File: src/rtl/xvc_driver_operation.sv
// xvc_driver_operation: start/done driver for Clause-22 MDIO transfers and PHY hardware reset.
// Optional macro SGMII_LOOPBACK_EN loops the SGMII RX pair straight back onto the TX pair.
module xvc_driver_operation #(
    parameter int MDC_DIV    = 20,
    parameter int RST_CYCLES = 1000
) (
    input  logic        clock,
    input  logic        reset,
    input  logic        start_port,
    output logic        done_port,
    output logic [31:0] return_port,
    input  logic [7:0]  operation,
    input  logic [31:0] address,
    input  logic [31:0] value,
    output logic        sgmii_tx_p,
    output logic        sgmii_tx_n,
    input  logic        sgmii_rx_p,
    input  logic        sgmii_rx_n,
    input  logic        sgmii_clk_p,
    input  logic        sgmii_clk_n,
    input  logic        eth_mdio_i,
    output logic        eth_mdio_o,
    output logic        eth_mdio_t,
    output logic        eth_mdc,
    output logic        eth_reset_n
);

    typedef enum logic [1:0] {IDLE, MDIO_SHIFT, PHY_RST, DONE} state_t;

    localparam int DIV_W = $clog2(MDC_DIV);
    localparam int RST_W = $clog2(RST_CYCLES + 1);

    state_t             state, state_d;
    logic [7:0]         op_q, op_d;
    logic [63:0]        frame_q, frame_d;
    logic [DIV_W-1:0]   div_cnt, div_cnt_d;
    logic [6:0]         half_cnt, half_cnt_d;
    logic [RST_W-1:0]   rst_cnt, rst_cnt_d;
    logic [15:0]        rd_data, rd_data_d;
    logic               done_d, mdc_d, mdio_o_d, mdio_t_d, reset_n_d;
    logic [31:0]        return_d;

    logic        div_tick, mdc_rise, mdc_fall, frame_end, rst_end, is_read, is_write;
    logic [63:0] new_frame;
    logic [6:0]  next_bit;

    assign is_read   = (op_q == 8'd0);
    assign is_write  = (operation == 8'd1);
    assign div_tick  = (div_cnt == DIV_W'(MDC_DIV - 1));
    assign mdc_rise  = (state == MDIO_SHIFT) && div_tick && !half_cnt[0];
    assign mdc_fall  = (state == MDIO_SHIFT) && div_tick && half_cnt[0];
    assign frame_end = mdc_fall && (half_cnt == 7'd127);
    assign rst_end   = (state == PHY_RST) && (rst_cnt == RST_W'(RST_CYCLES - 1));
    assign next_bit  = {1'b0, half_cnt[6:1]} + 7'd1;

    // Reads leave TA and data as 1s; the pad is released for those bits anyway.
    assign new_frame = {32'hFFFF_FFFF, 2'b01,
                        is_write ? 2'b01 : 2'b10,
                        address[9:5], address[4:0],
                        is_write ? {2'b10, value[15:0]} : 18'h3_FFFF};

    always_ff @(posedge clock) begin
        if (!reset) state <= IDLE;
        else        state <= state_d;
    end

    // NOTE: every signal assigned in a combinational block gets a default first, so no latch is inferred.
    always_comb begin
        state_d = state;
        case (state)
            IDLE: begin
                if (start_port) begin
                    case (operation)
                        8'd0, 8'd1: state_d = MDIO_SHIFT;
                        8'd2:       state_d = PHY_RST;
                        default:    state_d = DONE;
                    endcase
                end
            end
            MDIO_SHIFT: if (frame_end) state_d = DONE;
            PHY_RST:    if (rst_end)   state_d = DONE;
            DONE:       state_d = IDLE;
            default:    state_d = IDLE;
        endcase
    end

    always_comb begin
        op_d       = op_q;
        frame_d    = frame_q;
        div_cnt_d  = div_cnt;
        half_cnt_d = half_cnt;
        rst_cnt_d  = rst_cnt;
        rd_data_d  = rd_data;
        done_d     = 1'b0;
        return_d   = return_port;
        mdc_d      = eth_mdc;
        mdio_o_d   = eth_mdio_o;
        mdio_t_d   = eth_mdio_t;
        reset_n_d  = 1'b1;
        case (state)
            IDLE: begin
                if (start_port) begin
                    op_d = operation;
                    if (operation == 8'd0 || operation == 8'd1) begin
                        frame_d    = new_frame;
                        div_cnt_d  = '0;
                        half_cnt_d = '0;
                        rd_data_d  = '0;
                        mdc_d      = 1'b0;
                        mdio_o_d   = new_frame[63];
                        mdio_t_d   = 1'b0;
                    end else if (operation == 8'd2) begin
                        rst_cnt_d = '0;
                        reset_n_d = 1'b0;
                    end
                end
            end
            MDIO_SHIFT: begin
                if (div_tick) begin
                    div_cnt_d  = '0;
                    half_cnt_d = half_cnt + 7'd1;
                    mdc_d      = !eth_mdc;
                    if (mdc_rise && is_read && half_cnt[6:1] >= 6'd48)
                        rd_data_d = {rd_data[14:0], eth_mdio_i};
                    if (frame_end) begin
                        mdio_o_d = 1'b1;
                        mdio_t_d = 1'b1;
                    end else if (mdc_fall) begin
                        frame_d  = {frame_q[62:0], 1'b1};
                        mdio_o_d = frame_q[62];
                        mdio_t_d = is_read && (next_bit >= 7'd46);
                    end
                end else begin
                    div_cnt_d = div_cnt + DIV_W'(1);
                end
            end
            PHY_RST: begin
                reset_n_d = rst_end;
                if (!rst_end) rst_cnt_d = rst_cnt + RST_W'(1);
            end
            DONE: begin
                done_d = 1'b1;
                case (op_q)
                    8'd0:       return_d = {16'h0000, rd_data};
                    8'd1, 8'd2: return_d = 32'h0000_0000;
                    default:    return_d = 32'hFFFF_FFFF;
                endcase
            end
            default: ;
        endcase
    end

    // NOTE: sequential state is written with non-blocking assignments only, so every register samples pre-edge values.
    always_ff @(posedge clock) begin
        if (!reset) begin
            op_q        <= '0;
            frame_q     <= '1;
            div_cnt     <= '0;
            half_cnt    <= '0;
            rst_cnt     <= '0;
            rd_data     <= '0;
            done_port   <= 1'b0;
            return_port <= '0;
            eth_mdc     <= 1'b0;
            eth_mdio_o  <= 1'b1;
            eth_mdio_t  <= 1'b1;
            eth_reset_n <= 1'b0;
        end else begin
            op_q        <= op_d;
            frame_q     <= frame_d;
            div_cnt     <= div_cnt_d;
            half_cnt    <= half_cnt_d;
            rst_cnt     <= rst_cnt_d;
            rd_data     <= rd_data_d;
            done_port   <= done_d;
            return_port <= return_d;
            eth_mdc     <= mdc_d;
            eth_mdio_o  <= mdio_o_d;
            eth_mdio_t  <= mdio_t_d;
            eth_reset_n <= reset_n_d;
        end
    end

`ifdef SGMII_LOOPBACK_EN
    assign sgmii_tx_p = sgmii_rx_p;
    assign sgmii_tx_n = sgmii_rx_n;
    logic unused_inputs;
    assign unused_inputs = ^{sgmii_clk_p, sgmii_clk_n, address[31:10], value[31:16], frame_q[63]};
`else
    assign sgmii_tx_p = 1'b0;
    assign sgmii_tx_n = 1'b1;
    logic unused_inputs;
    assign unused_inputs = ^{sgmii_rx_p, sgmii_rx_n, sgmii_clk_p, sgmii_clk_n,
                             address[31:10], value[31:16], frame_q[63]};
`endif

endmodule

File: config.mk
export PLATFORM = sky130hd
export DESIGN_NAME = xvc_driver_operation
export DESIGN_NICKNAME = d
export VERILOG_FILES = /design/src/rtl/xvc_driver_operation.sv
export SDC_FILE = /design/constraint.sdc
export NUM_CORES = 1
export LEC_CHECK = 0
export CORE_AREA = 8 8 123 125
export DETAILED_ROUTE_END_ITERATION = 6
export DIE_AREA = 0 0 131 133
export GPL_TIMING_DRIVEN = 0
export PLACE_DENSITY_LB_ADDON = 0.15
export SYNTH_ARGS = -nofsm -noshare
export SYNTH_HDL_FRONTEND = slang
export SYNTH_SLANG_ARGS = --single-unit
File: constraint.sdc
create_clock -name clock -period 2.1 [get_ports clock]
set_clock_uncertainty 0.15 [all_clocks]
set_input_delay 0.42 -clock clock [delete_from_list [all_inputs] [get_ports clock]]
set_output_delay 0.42 -clock clock [all_outputs]
set_load 0.01 [all_outputs]
==> results of run 1 <==
[stage by stage]
stage / std cells / utilization / cell area (um^2) / hold slack, ps
after global routing: 995 / 0.6141 / 8035 / 125.3
after CTS: 984 / 0.5913 / 7737 / 278.2
after floorplan: 690 / - / 5892 / 286.0
final: 995 / 0.6141 / 8035 / 130.9
after global placement: 940 / 0.5237 / 6853 / 293.6
after detailed placement: 940 / 0.5237 / 6853 / 298.1
[area by class of cell]
class	instances	area, um^2
tap	176	220.2
fill	1112	5050
timing repair buffer	102	930.9
multi-input combinational	481	3102
sequential	133	2676
inverter	9	43.79
clock inverter	10	153.9
buffer	63	447.9
clock buffer	21	460.4
[repair_timing]
item,4_1_cts,5_1_grt
pin swaps,8,9
buffers inserted,13,12
gates cloned,2,1
setup endpoints to repair,130,101
gates resized for setup,83,68
[state kept, by name, summed over array words and instances (netlist names), 2 cells and up]
name / cells
return_port: 17
half_cnt: 7
frame_q: 63
div_cnt: 5
op_q: 8
state: 2
rd_data: 16
rst_cnt: 10
[cells by family (layout without fill, tap and decap cells)]
kind of cell | after synthesis | count (layout) | synth area share
buf+inv | 76 | 205 | 0.07023
flops | 133 | 133 | 0.4570
simple gates | 273 | 273 | 0.2251
xor+xnor | 15 | 15 | 0.02255
compound gates | 158 | 158 | 0.1632
fa+ha+maj | 9 | 9 | 0.01933
mux | 24 | 24 | 0.04124
other cells | 2 | 2 | 0.001289
[power by group through the flow]
| stage | Sequential (uW) | Combinational (uW) | Clock [uW] |
|---|---|---|---|
| floorplan | 2980 | 1490 | 0 |
| global placement | 2970 | 2260 | 0 |
| detailed placement | 2980 | 2300 | 0 |
| CTS | 2940 | 2570 | 3150 |
| global route | 2990 | 3080 | 3270 |
| finish | 2950 | 2870 | 3120 |
[worst max-delay path by stage]
stage,start,end,slack (ps),cells past startpoint
floorplan,operation[5],rd_data[10]$_SDFFE_PN0P_,-40,7
global placement,operation[5],rd_data[8]$_SDFFE_PN0P_,-1090,7
detailed placement,operation[5],rd_data[7]$_SDFFE_PN0P_,-1150,7
CTS,reset,rd_data[1]$_SDFFE_PN0P_,9,5
global route,state[1]$_SDFFE_PN0P_,rd_data[11]$_SDFFE_PN0P_,-30,9
finish,state[1]$_SDFFE_PN0P_,rd_data[11]$_SDFFE_PN0P_,20,9
[per-layer routing]
metal,vias to the layer above,track usage,wire length [um]
met3,23,0.04620,749
met4,0,0.07211,214
met5,-,0,0
li1,2671,-,-
met1,2593,0.2155,7051
met2,112,0.2995,7912
[tightest hold or removal path, cell delays in order]
cell	delay [ps]
clkbuf_2	110
nand2_1	70
a21oi_1	50
[placed cells by master, fill, tap and decap left out, types with 9 or more instances in the layout]
master and instances:
nand3_1 38, buf_4 58, nand4_1 9, nor3_2 9, clkbuf_16 18, clkdlybuf4s50_1 50, clkbuf_1 15, nor2_1 75
nand3_2 11, clkbuf_2 16, o21ai_0 55, xnor2_1 12, a21oi_1 30, o21ai_1 20, nor3_1 40, nand2_1 56
dfxtp_1 126, mux2i_1 22, o31a_1 12, a31oi_1 11
==> flow_summary.ini, run 1 <==
[power]
p_sw_frac = 0.3224
combPwrFrac = 0.321
leakage_uw = 0.002966
p_clk_frac = 0.349
power.internal_uw = 6055
fin_total_pwr_uw = 8936
netSwitchingPower_uw = 2881
seq_power_share = 0.331
powerDensity_nw_per_um2 = 1112
irDropWorstVdd_v = 0.0005075

[logic_synthesis]
async_flop_share = 0
synth.distinct_cells = 60
netlist_top_cells_count = dfxtp_1 (133), nor2_1 (76), o21ai_0 (65)
synth_top_area_share = 0.4570
synth_most_common_cell = dfxtp_1
synthTopCellsByArea = dfxtp_1 (46%), o21ai_0 (5.6%), nor2_1 (4.9%)
syn_avg_cell_area_um2 = 8.443
netlist_area_um2 = 5826
syn_inst = 690
yosysTopAreaCell = dfxtp_1
synth_seq_area_share = 0.4570
synth_nets = 779
ys_ff_latch = 133
synth_edf_count = 0
synthFlopType = dfxtp_1
yosys_warnings = 0

[cells_and_area]
diodes = 0
layout-drive-gt1-share = 0.2271
layout.nets = 896
areaGrowthSynthToFinish_pct = 37.93

[clock_network]
clk_pin_slew_ps = 60
cts_tree = yes
clock_latency_ps = 420
cts_max_level = 4
cts_root_buf = clkbuf_16
cts_buffers = 17
cts_hold_buf = 0
clock_path_buffers = 2
cts.sinks = 133

[worst_setup_path]
regToRegStartpoint = state[1]$_SDFFE_PN0P_
worst_setup_path_end_kind = flip-flop
cp_max_fo = 10
r2r_slack_ps = 20
critPathBufInv = 5
r2r_end = rd_data[11]$_SDFFE_PN0P_
cp-start-kind = flip-flop
arrival_ps = 2240
worstPathCellList = inv_2 -> ha_2 -> buf_8 -> buf_12 -> inv_8 -> or4_4 -> clkbuf_16 -> nand3_2 -> o21ai_1
cp_slowest_cell = or4_4
critical_path_required_ps = 2250
rr_worst_depth = 9
max_stage_delay_ps = 610
critPathKind = reg2reg
crit_family = simple AND/OR/NAND/NOR gates

[hold_path]
worstHoldEndpoint = op_q[5]$_SDFFE_PN0P_
hp-class = in2reg
hold_depth = 3
min_from = operation[5]

[sta]
hold_viol_final = 0
finalSetupTns_ps = 0
finalCritPeriodShare = 0.9926
max_freq_mhz = 479.7
setup_viol = 0
tightest_slew_ps = 599.8
rsz0062_at_grt = true
worst_slack_ps = 15.47
slew_viol_final = 0
layout_min_cycle_time_ps = 2085
slew_headroom = 0.5977

[placement]
port_buffers = 74
hpwl_um = 10900
dp_slack_ps = -1148
gp_congestion = 0.8720

[grt]
grt_pass1_wl_um = 25410
grt-ovfl-total = 0
track_usage = 0.1805
first_global_vias = 5254
antenna_found_initial = 0
grt_max_degree = 18

[floorplan]
fp.dieArea_um2 = 17420
io_pins = 119
die_x_um = 131
die_h_um = 133
start_util = 0.4452
floorplan.rows = 42
core_area_um2 = 13090

[detailed_routing]
firstDrtPassIters = 4
wl_per_cell_um = 16.01
vias = 5399
vias_per_cell = 5.426
routed_wl_um = 15930
drc_errors = 0
drt_iter0_markers = 353
final_antenna_net_count = 0

[run_status]
status = completed

[flow_run]
cap_violations = 0
Power figures use the tool's default switching activity.
==> inputs of run 2 (changes only) <==
--- a/config.mk
+++ b/config.mk
@@ -9,7 +9,7 @@
 export DETAILED_ROUTE_END_ITERATION = 6
 export DIE_AREA = 0 0 131 133
 export GPL_TIMING_DRIVEN = 0
-export PLACE_DENSITY_LB_ADDON = 0.15
+export PLACE_DENSITY = 0.8
 export SYNTH_ARGS = -nofsm -noshare
 export SYNTH_HDL_FRONTEND = slang
 export SYNTH_SLANG_ARGS = --single-unit
==> constraint.sdc (replaced) <==
create_clock -name clock -period 2.3 [get_ports clock]
set_clock_uncertainty 0.15 [all_clocks]
set_input_delay 0.46 -clock clock [delete_from_list [all_inputs] [get_ports clock]]
set_output_delay 0.46 -clock clock [all_outputs]
set_load 0.01 [all_outputs]
==> flow_summary.ini, run 2 (synthesized netlist as in run 1, its figures left out) <==
[placement]
hpwl_um = 10200
port_buffers = 74
dp_cells = 940
gp_congestion = 0.9267

[cells_and_area]
largest_register_ffs = 63
diodes = 0
layout-drive-gt1-share = 0.1478
final_cell_mix = dfxtp_1 (131), nor2_1 (75), clkdlybuf4s50_1 (68), o21ai_0 (64), nand2_1 (57)
fin_cells = 988
post-route-util = 0.5941
areaGrowthSynthToFinish_pct = 33.44
final_common_cell = dfxtp_1
reg.largest.list = frame_q (63), return_port (17), rd_data (16)
layout.nets = 888
top_register = frame_q

[detailed_routing]
vias_per_cell = 5.487
firstDrtPassIters = 5
wl_per_cell_um = 15.89
final_antenna_net_count = 0
vias = 5421
routed_wl_um = 15700
drc_errors = 0
drt_iter0_markers = 491

[hold_path]
hold_depth = 3
worstHoldEndpoint = op_q[4]$_SDFFE_PN0P_
hp-class = in2reg
min_from = operation[4]

[clock_network]
cts_buffers = 17
clk_pin_slew_ps = 60
clock_path_buffers = 2
cts_root_buf = clkbuf_16
clock_latency_ps = 430
cts.sinks = 133
cts_tree = yes
cts_max_level = 4

[worst_setup_path]
cp_max_fo = 10
cp-start-kind = flip-flop
critical_path_required_ps = 2460
worstPathCellList = ha_4 -> and4bb_2 -> nand3_1 -> or4_4 -> buf_6 -> buf_6 -> nand3_1 -> o21ai_1
r2r_end = rd_data[7]$_SDFFE_PN0P_
arrival_ps = 2370
max_stage_delay_ps = 550
worst_setup_path_end_kind = flip-flop
r2r_slack_ps = 90
critPathKind = reg2reg
regToRegStartpoint = div_cnt[0]$_SDFFE_PN0P_
cp_slowest_cell = or4_4
rr_worst_depth = 8

[sta]
tightest_slew_ps = 714.5
hold_viol_final = 0
slew_headroom = 0.5237
slew_viol_final = 0
finalCritPeriodShare = 0.9622
layout_min_cycle_time_ps = 2213
max_freq_mhz = 451.9
rsz0062_at_grt = true
setup_viol = 0

[floorplan]
io_pins = 119
start_util = 0.4452
die_h_um = 133
die_x_um = 131
core_area_um2 = 13090
floorplan.rows = 42
fp.dieArea_um2 = 17420

[grt]
track_usage = 0.1777
grt-ovfl-total = 0
grt_pass1_wl_um = 24670
grt_max_degree = 18
first_global_vias = 5116
antenna_found_initial = 0

[flow_run]
cap_violations = 0

[power]
powerDensity_nw_per_um2 = 1026
irDropWorstVdd_v = 0.0005863
leakage_uw = 0.002845

[run_status]
status = completed
-- run 2: report_power, final --
group / total [uW] / switching, uW / internal (uW)
Combinational: 2410 / 1410 / 999
Sequential: 2680 / 145 / 2530
Clock: 2890 / 1030 / 1860
Total: 7980 / 2580 / 5400
-- run 2: worst max-delay path by stage --
stage	from	end	slack [ps]	cells past startpoint
after floorplan	operation[2]	rd_data[10]$_SDFFE_PN0P_	20	7
after global placement	operation[2]	frame_q[29]$_SDFFE_PN1P_	-950	7
after detailed placement	operation[2]	frame_q[16]$_SDFFE_PN1P_	-970	7
after CTS	state[0]$_SDFFE_PN0P_	rd_data[7]$_SDFFE_PN0P_	-50	8
after global routing	state[1]$_SDFFE_PN0P_	frame_q[40]$_SDFFE_PN1P_	-30	8
final	div_cnt[0]$_SDFFE_PN0P_	rd_data[7]$_SDFFE_PN0P_	90	8
-- run 2: stage by stage --
| step | total power (uW) | worst slack [ps] | instance area, um^2 | TNS, ps | hold slack (ps) |
|---|---|---|---|---|---|
| after floorplan | 4068 | 17.98 | 5826 | 0 | 286.0 |
| after global placement | 4760 | -948.3 | 6787 | -62800 | 294.7 |
| after detailed placement | 4781 | -967.6 | 6787 | -64810 | 296.8 |
| after CTS | 7797 | -47.31 | 7570 | -205.1 | 304.4 |
| after global routing | 8325 | -33.65 | 7774 | -52.18 | 216.5 |
| final | 7979 | 86.89 | 7774 | 0 | 201.4 |
-- run 2: final cells by class --
cell class / instances / area [um^2]
fill: 1095 / 5311
inverter: 9 / 40.04
multi-input combinational: 481 / 2908
sequential: 133 / 2665
clock buffer: 19 / 452.9
tap: 176 / 220.2
timing repair buffer: 90 / 874.6
clock inverter: 13 / 177.7
buffer: 67 / 435.4
-- run 2: routing by layer --
layer  wire length, um  global-route usage
met5                 0                   0
met4               400             0.08998
met3              1109             0.05022
met2              7545              0.2850
met1              6643              0.2104
-- run 2: critical path: cells and delay by family (launching register included) --
family	cells	cell delay, ps
DFF	1	410
buffers and inverters	2	280
adders and majority gates	1	190
and+or+nand+nor	4	980
AOI/OAI and AO/OA	1	70
-- run 2: timing repair --
item,4_1_cts,5_1_grt
cloned,0,3
buffers inserted,7,6
pin swaps,4,6
resized for setup,32,46
hold buffers,0,0
endpoints found under the setup margin,112,105
==> inputs of run 3 (changes only) <==
==> constraint.sdc (replaced) <==
create_clock -name clock -period 2.3 [get_ports clock]
set_clock_uncertainty 0.15 [all_clocks]
set_input_delay 0.46 -clock clock [delete_from_list [all_inputs] [get_ports clock]]
set_output_delay 0.46 -clock clock [all_outputs]
set_load 0.005 [all_outputs]
==> results of run 3 <==
Same layout as run 2 (identical final DEF). Status: completed.
Main changes from that run: total power 7979 uW -> 7937 uW; worst IR drop on VDD 0.0005863 V -> 0.0005860 V
==> RTL edit 1, RTL diff (config.mk and constraints of run 1) <==
Reset style: asynchronous (`reset`), changed in 2 clocked blocks.
--- a/src/rtl/xvc_driver_operation.sv
+++ b/src/rtl/xvc_driver_operation.sv
@@ -60,5 +60,5 @@
                         is_write ? {2'b10, value[15:0]} : 18'h3_FFFF};
 
-    always_ff @(posedge clock) begin
+    always_ff @(posedge clock or negedge reset) begin
         if (!reset) state <= IDLE;
         else        state <= state_d;
@@ -152,5 +152,5 @@
 
     // NOTE: sequential state is written with non-blocking assignments only, so every register samples pre-edge values.
-    always_ff @(posedge clock) begin
+    always_ff @(posedge clock or negedge reset) begin
         if (!reset) begin
             op_q        <= '0;
Behaviour: differs if reset is asserted again (counterexample within 4 cycles, from zero or initial values and one cycle with reset low); with reset held inactive, the same outputs for 10 cycles.
==> RTL edit 1 against run 1 <==
The run now ends with setup timing left; count of clock-buffer cells in the layout is 7 higher; sequential cell count stayed put; setup slack worse by 63 ps; sequential power is 45% higher; highest routed layer unchanged; die area stayed put; power is 37% higher; global-route usage is 0.11 points higher; area after synthesis is 14% higher; final cell count is 2.6% lower; design area is 15% higher; fmax is 2.9% lower; clock power is 12% lower; routed wire length is 0.88% lower.
==> RTL edit 1: results (changes against run 1) <==
| Metric | Value |
|---|---|
| Crit path largest cell delay | `350 ps (was 610 ps)` |
| Cells taking the most area after synthesis | `dfstp_2 (26%), dfrtp_1 (26%), mux2_1 (7.8%), mux2i_1 (5.6%), nand2_1 (4.9%) (was dfxtp_1 (46%), o21ai_0 (5.6%), nor2_1 (4.9%), nand3_1 (4.2%), nor3_1 (4.2%))` |
| Relative slew slack | `0.586 (was 0.598)` |
| Largest net degree at the start of global routing | `105 (was 18)` |
| Final-report setup violation count | `46 (was 0)` |
| Detailed Route Iter0 Violations | `488 (was 353)` |
| Most used DFF post-synth | `dfrtp_1 (was dfxtp_1)` |
| Setup WS pre-CTS | `-848 ps (was -1150 ps)` |
| Clock Latency Late Sink | `420 ps (about the same)` |
| Synth cell count leaders | `nand2_1 (87), dfrtp_1 (68), dfstp_2 (65) (was dfxtp_1 (133), nor2_1 (76), o21ai_0 (65))` |
| Total Wirelength | `15.8 mm (was 15.9 mm)` |
| Fin nets | `871 (was 896)` |
| Post-synthesis sequential area ratio | `0.513 (was 0.457)` |
| Share of layout cells above drive strength 1 | `0.351 (was 0.227)` |
| Initial antenna violation count | `0 (unchanged)` |
| Leak Pwr | `4.10 nW (was 2.97 nW)` |
| Synth cell types | `59 (was 60)` |
| Post-Syn Nets | `723 (was 779)` |
| PnR worst setup slack | `-47.6 ps (was 15.5 ps)` |
| Failing checks | `setup timing` |
| First-pass iteration count of the detailed router | `6 (was 4)` |
| DP Wirelength | `9.47 mm (was 10.9 mm)` |
| RD Place Congestion | `0.816 (was 0.872)` |
| Routed vias/inst | `5.33 (was 5.43)` |
| Total GRT Usage | `0.182 (was 0.181)` |
| Highest-delay cell along the critical path | `dfrtp_1 (was or4_4)` |
| Setup tns final | `-1130 ps (was 0 ps)` |
| Worst Path Arrival | `2340 ps (was 2240 ps)` |
| Vias in the first global route | `5,218 (was 5,254)` |
| Status | `finished, violations left (was finished, final reports clean)` |
| FFs w/ async S/R, synth | `1.00 (was 0)` |
[RTL edit 1: stage by stage]
stage	cells	util	hold slack, ps	cell area (µm²)
floorplan	633	-	-25.6	6700
global route	969	0.703	122	9200
detailed placement	884	0.588	166	7690
finish	969	0.703	122	9200
CTS	957	0.677	107	8860
global placement	883	0.585	304	7660
[RTL edit 1: final timing paths]
kind	startpoint	to	cells past startpoint
worst max-delay path	half_cnt[0]	frame_q[44]	7
worst min-delay path	operation[2]	op_q[2]	3
worst max register to register	half_cnt[0]	frame_q[44]	7
worst min register to register	frame_q[15]	frame_q[15]	2
max in group asynchronous	reset	eth_mdio_t	3
min in group asynchronous	reset	rst_cnt[5]	2
[RTL edit 1: cell type report]
class,instances,area (µm²)
buffer,46,415
clock inverter,3,15.0
clock buffer,28,538
multi-input combinational,402,3140
tap,176,220
inverter,47,180
sequential,133,3410
timing repair buffer,134,1280
fill,931,3880
[RTL edit 1: power by group]
| part | switching, W | internal (W) |
|---|---|---|
| Clock | 0.00102 | 0.00172 |
| Sequential | 0.000571 | 0.00370 |
| Combinational | 0.00240 | 0.00284 |
| Total | 0.00399 | 0.00826 |
[RTL edit 1: kinds of logic (layout without fill, tap and decap cells)]
| logic type | after synthesis | after routing | share of synthesized area |
|---|---|---|---|
| fa+ha+maj | 10 | 10 | 0.0188 |
| simple gates | 207 | 207 | 0.156 |
| flops | 133 | 133 | 0.513 |
| mux | 93 | 93 | 0.150 |
| other cells | 2 | 2 | 0.00113 |
| buf+inv | 98 | 258 | 0.0722 |
| compound gates | 90 | 90 | 0.0890 |
[RTL edit 1: worst max-delay path, delay by kind of cell (launching register included)]
family | cells | cell delay (ps)
flip-flops | 1 | 350
adder cells (fa/ha/maj) | 1 | 180
buffers and inverters | 2 | 340
AO/OA/AOI/OAI | 1 | 310
multiplexers | 1 | 330
AND/OR/NAND/NOR | 2 | 420
[RTL edit 1: routing by layer]
| metal | track usage | up-vias | part of all wire |
|---|---|---|---|
| li1 | - | 2468 | - |
| met1 | 0.229 | 2561 | 0.44 |
| met2 | 0.288 | 116 | 0.50 |
| met3 | 0.0498 | 19 | 0.050 |
| met4 | 0.0702 | 0 | 0.012 |
| met5 | 0 | - | 0 |
[RTL edit 1: repair_timing]
item | CTS | global route
resized for setup | 100 | 88
setup buffers | 39 | 14
pin swaps | 15 | 14
setup endpoints to repair | 139 | 107
gates cloned | 4 | 1
hold buffers | 1 | 0
hold endpoints to repair | 29 | 0
==> RTL edit 2, RTL diff (config.mk and constraints of run 1) <==
Without the edit above. The parameter `RST_CYCLES` goes from 1000 to 250.
--- a/src/rtl/xvc_driver_operation.sv
+++ b/src/rtl/xvc_driver_operation.sv
@@ -3,5 +3,5 @@
 module xvc_driver_operation #(
     parameter int MDC_DIV    = 20,
-    parameter int RST_CYCLES = 1000
+    parameter int RST_CYCLES = 250
 ) (
     input  logic        clock,
Formal check against the unedited RTL: same outputs for any inputs over 10 cycles, from zero or initial values and one cycle with reset low; that may be too few to reach the edited logic, so the function may still have changed.
==> RTL edit 2 against run 1 <==
The flow now finishes with violations (setup timing); combinational power rose by 74%; sequential share of layout area fell by 4.0 points; routed wire length rose by 13%; design area rose by 12%; area after synthesis fell by 1.5%; setup slack got worse by 79 ps; sequential cell count fell by 2; die area did not move; power rose by 26%; global-route usage rose by 2.2 points; fmax fell by 3.7%; synthesized cell count rose by 0.58%; critical endpoint is now rd_data[14]; highest routed layer unchanged.
==> RTL edit 2: results (changes against run 1) <==
| Metric | Value |
|---|---|
| Sequential Power | `0.00312 W (was 0.00295 W)` |
| Synth cell count leaders | `dfxtp_1 (131), a21oi_1 (93), o21ai_0 (86) (was dfxtp_1 (133), nor2_1 (76), o21ai_0 (65))` |
| Met2 WL post-DR | `9.38 mm (was 7.91 mm)` |
| Sinks on the clock net | `131 (was 133)` |
| Fill cells | `949 (was 1,112)` |
| WP data required | `2300 ps (was 2250 ps)` |
| Failing checks | `setup timing` |
| First-pass GRT wire length | `28.3 mm (was 25.4 mm)` |
| Setup tns final | `-1050 ps (was 0 ps)` |
| PnR worst setup slack | `-63.8 ps (was 15.5 ps)` |
| Metal3 WL | `827 µm (was 749 µm)` |
| Setup WS pre-CTS | `-1110 ps (was -1150 ps)` |
| Share of layout cells above drive strength 1 | `0.338 (was 0.227)` |
| PwrDens | `1250 mW/mm² (was 1110 mW/mm²)` |
| Comb_multi_in | `477 (was 481)` |
| Final-report setup violation count | `39 (was 0)` |
| Leak Pwr | `3.28 nW (was 2.97 nW)` |
| ClkCell Share | `0.0695 (was 0.0765)` |
| Switching power total | `0.00412 W (was 0.00288 W)` |
| Buffers excl. clock | `188 (was 165)` |
| Worst-path fanout max | `5 (was 10)` |
| Multi-input gate area | `0.00364 mm² (was 0.00310 mm²)` |
| Vias | `5,747 (was 5,399)` |
| Total GRT Usage | `0.202 (was 0.181)` |
| Total Wirelength | `18.1 mm (was 15.9 mm)` |
| DP Wirelength | `10.8 mm (was 10.9 mm)` |
| Fin nets | `916 (was 896)` |
| Status | `finished, violations left (was finished, final reports clean)` |
| Switching Share | `0.367 (was 0.322)` |
| Crit path largest cell delay | `560 ps (was 610 ps)` |
| Worst slew pin tran | `614 ps (was 600 ps)` |
| Post-Syn Nets | `784 (was 779)` |
RTL edit 2: changes by cell type in the layout (fill, tap and decap cells not counted), moves of 22 or more:
| cell | change |
|---|---|
| nor2_1 | -47 |
| a21oi_1 | +46 |
| nor3_1 | -38 |
| nand3_1 | -25 |
| o21ai_1 | +23 |
| nor4_2 | +22 |
RTL edit 2: path summary, 6_finish.rpt:
kind / slack (ps) / cells past startpoint / endpoint
worst max-delay path: -60 / 7 / rd_data[14]
worst min-delay path: 80 / 3 / op_q[5]
worst max register to register: -60 / 7 / rd_data[14]
worst min register to register: 310 / 2 / op_q[2]
RTL edit 2: logic make-up after synthesis:
logic type	synth area share
mux	0.00174
fa+ha+maj	0.0218
other cells	0.00131
compound gates	0.242
buf+inv	0.0704
simple gates	0.183
xor+xnor	0.0229
flops	0.457
RTL edit 2: repair_timing:
item / in CTS / in global routing
pin swaps: 29 / 31
setup buffers: 25 / 15
cloned: 7 / 0
setup endpoints to repair: 136 / 124
gates resized for setup: 199 / 108
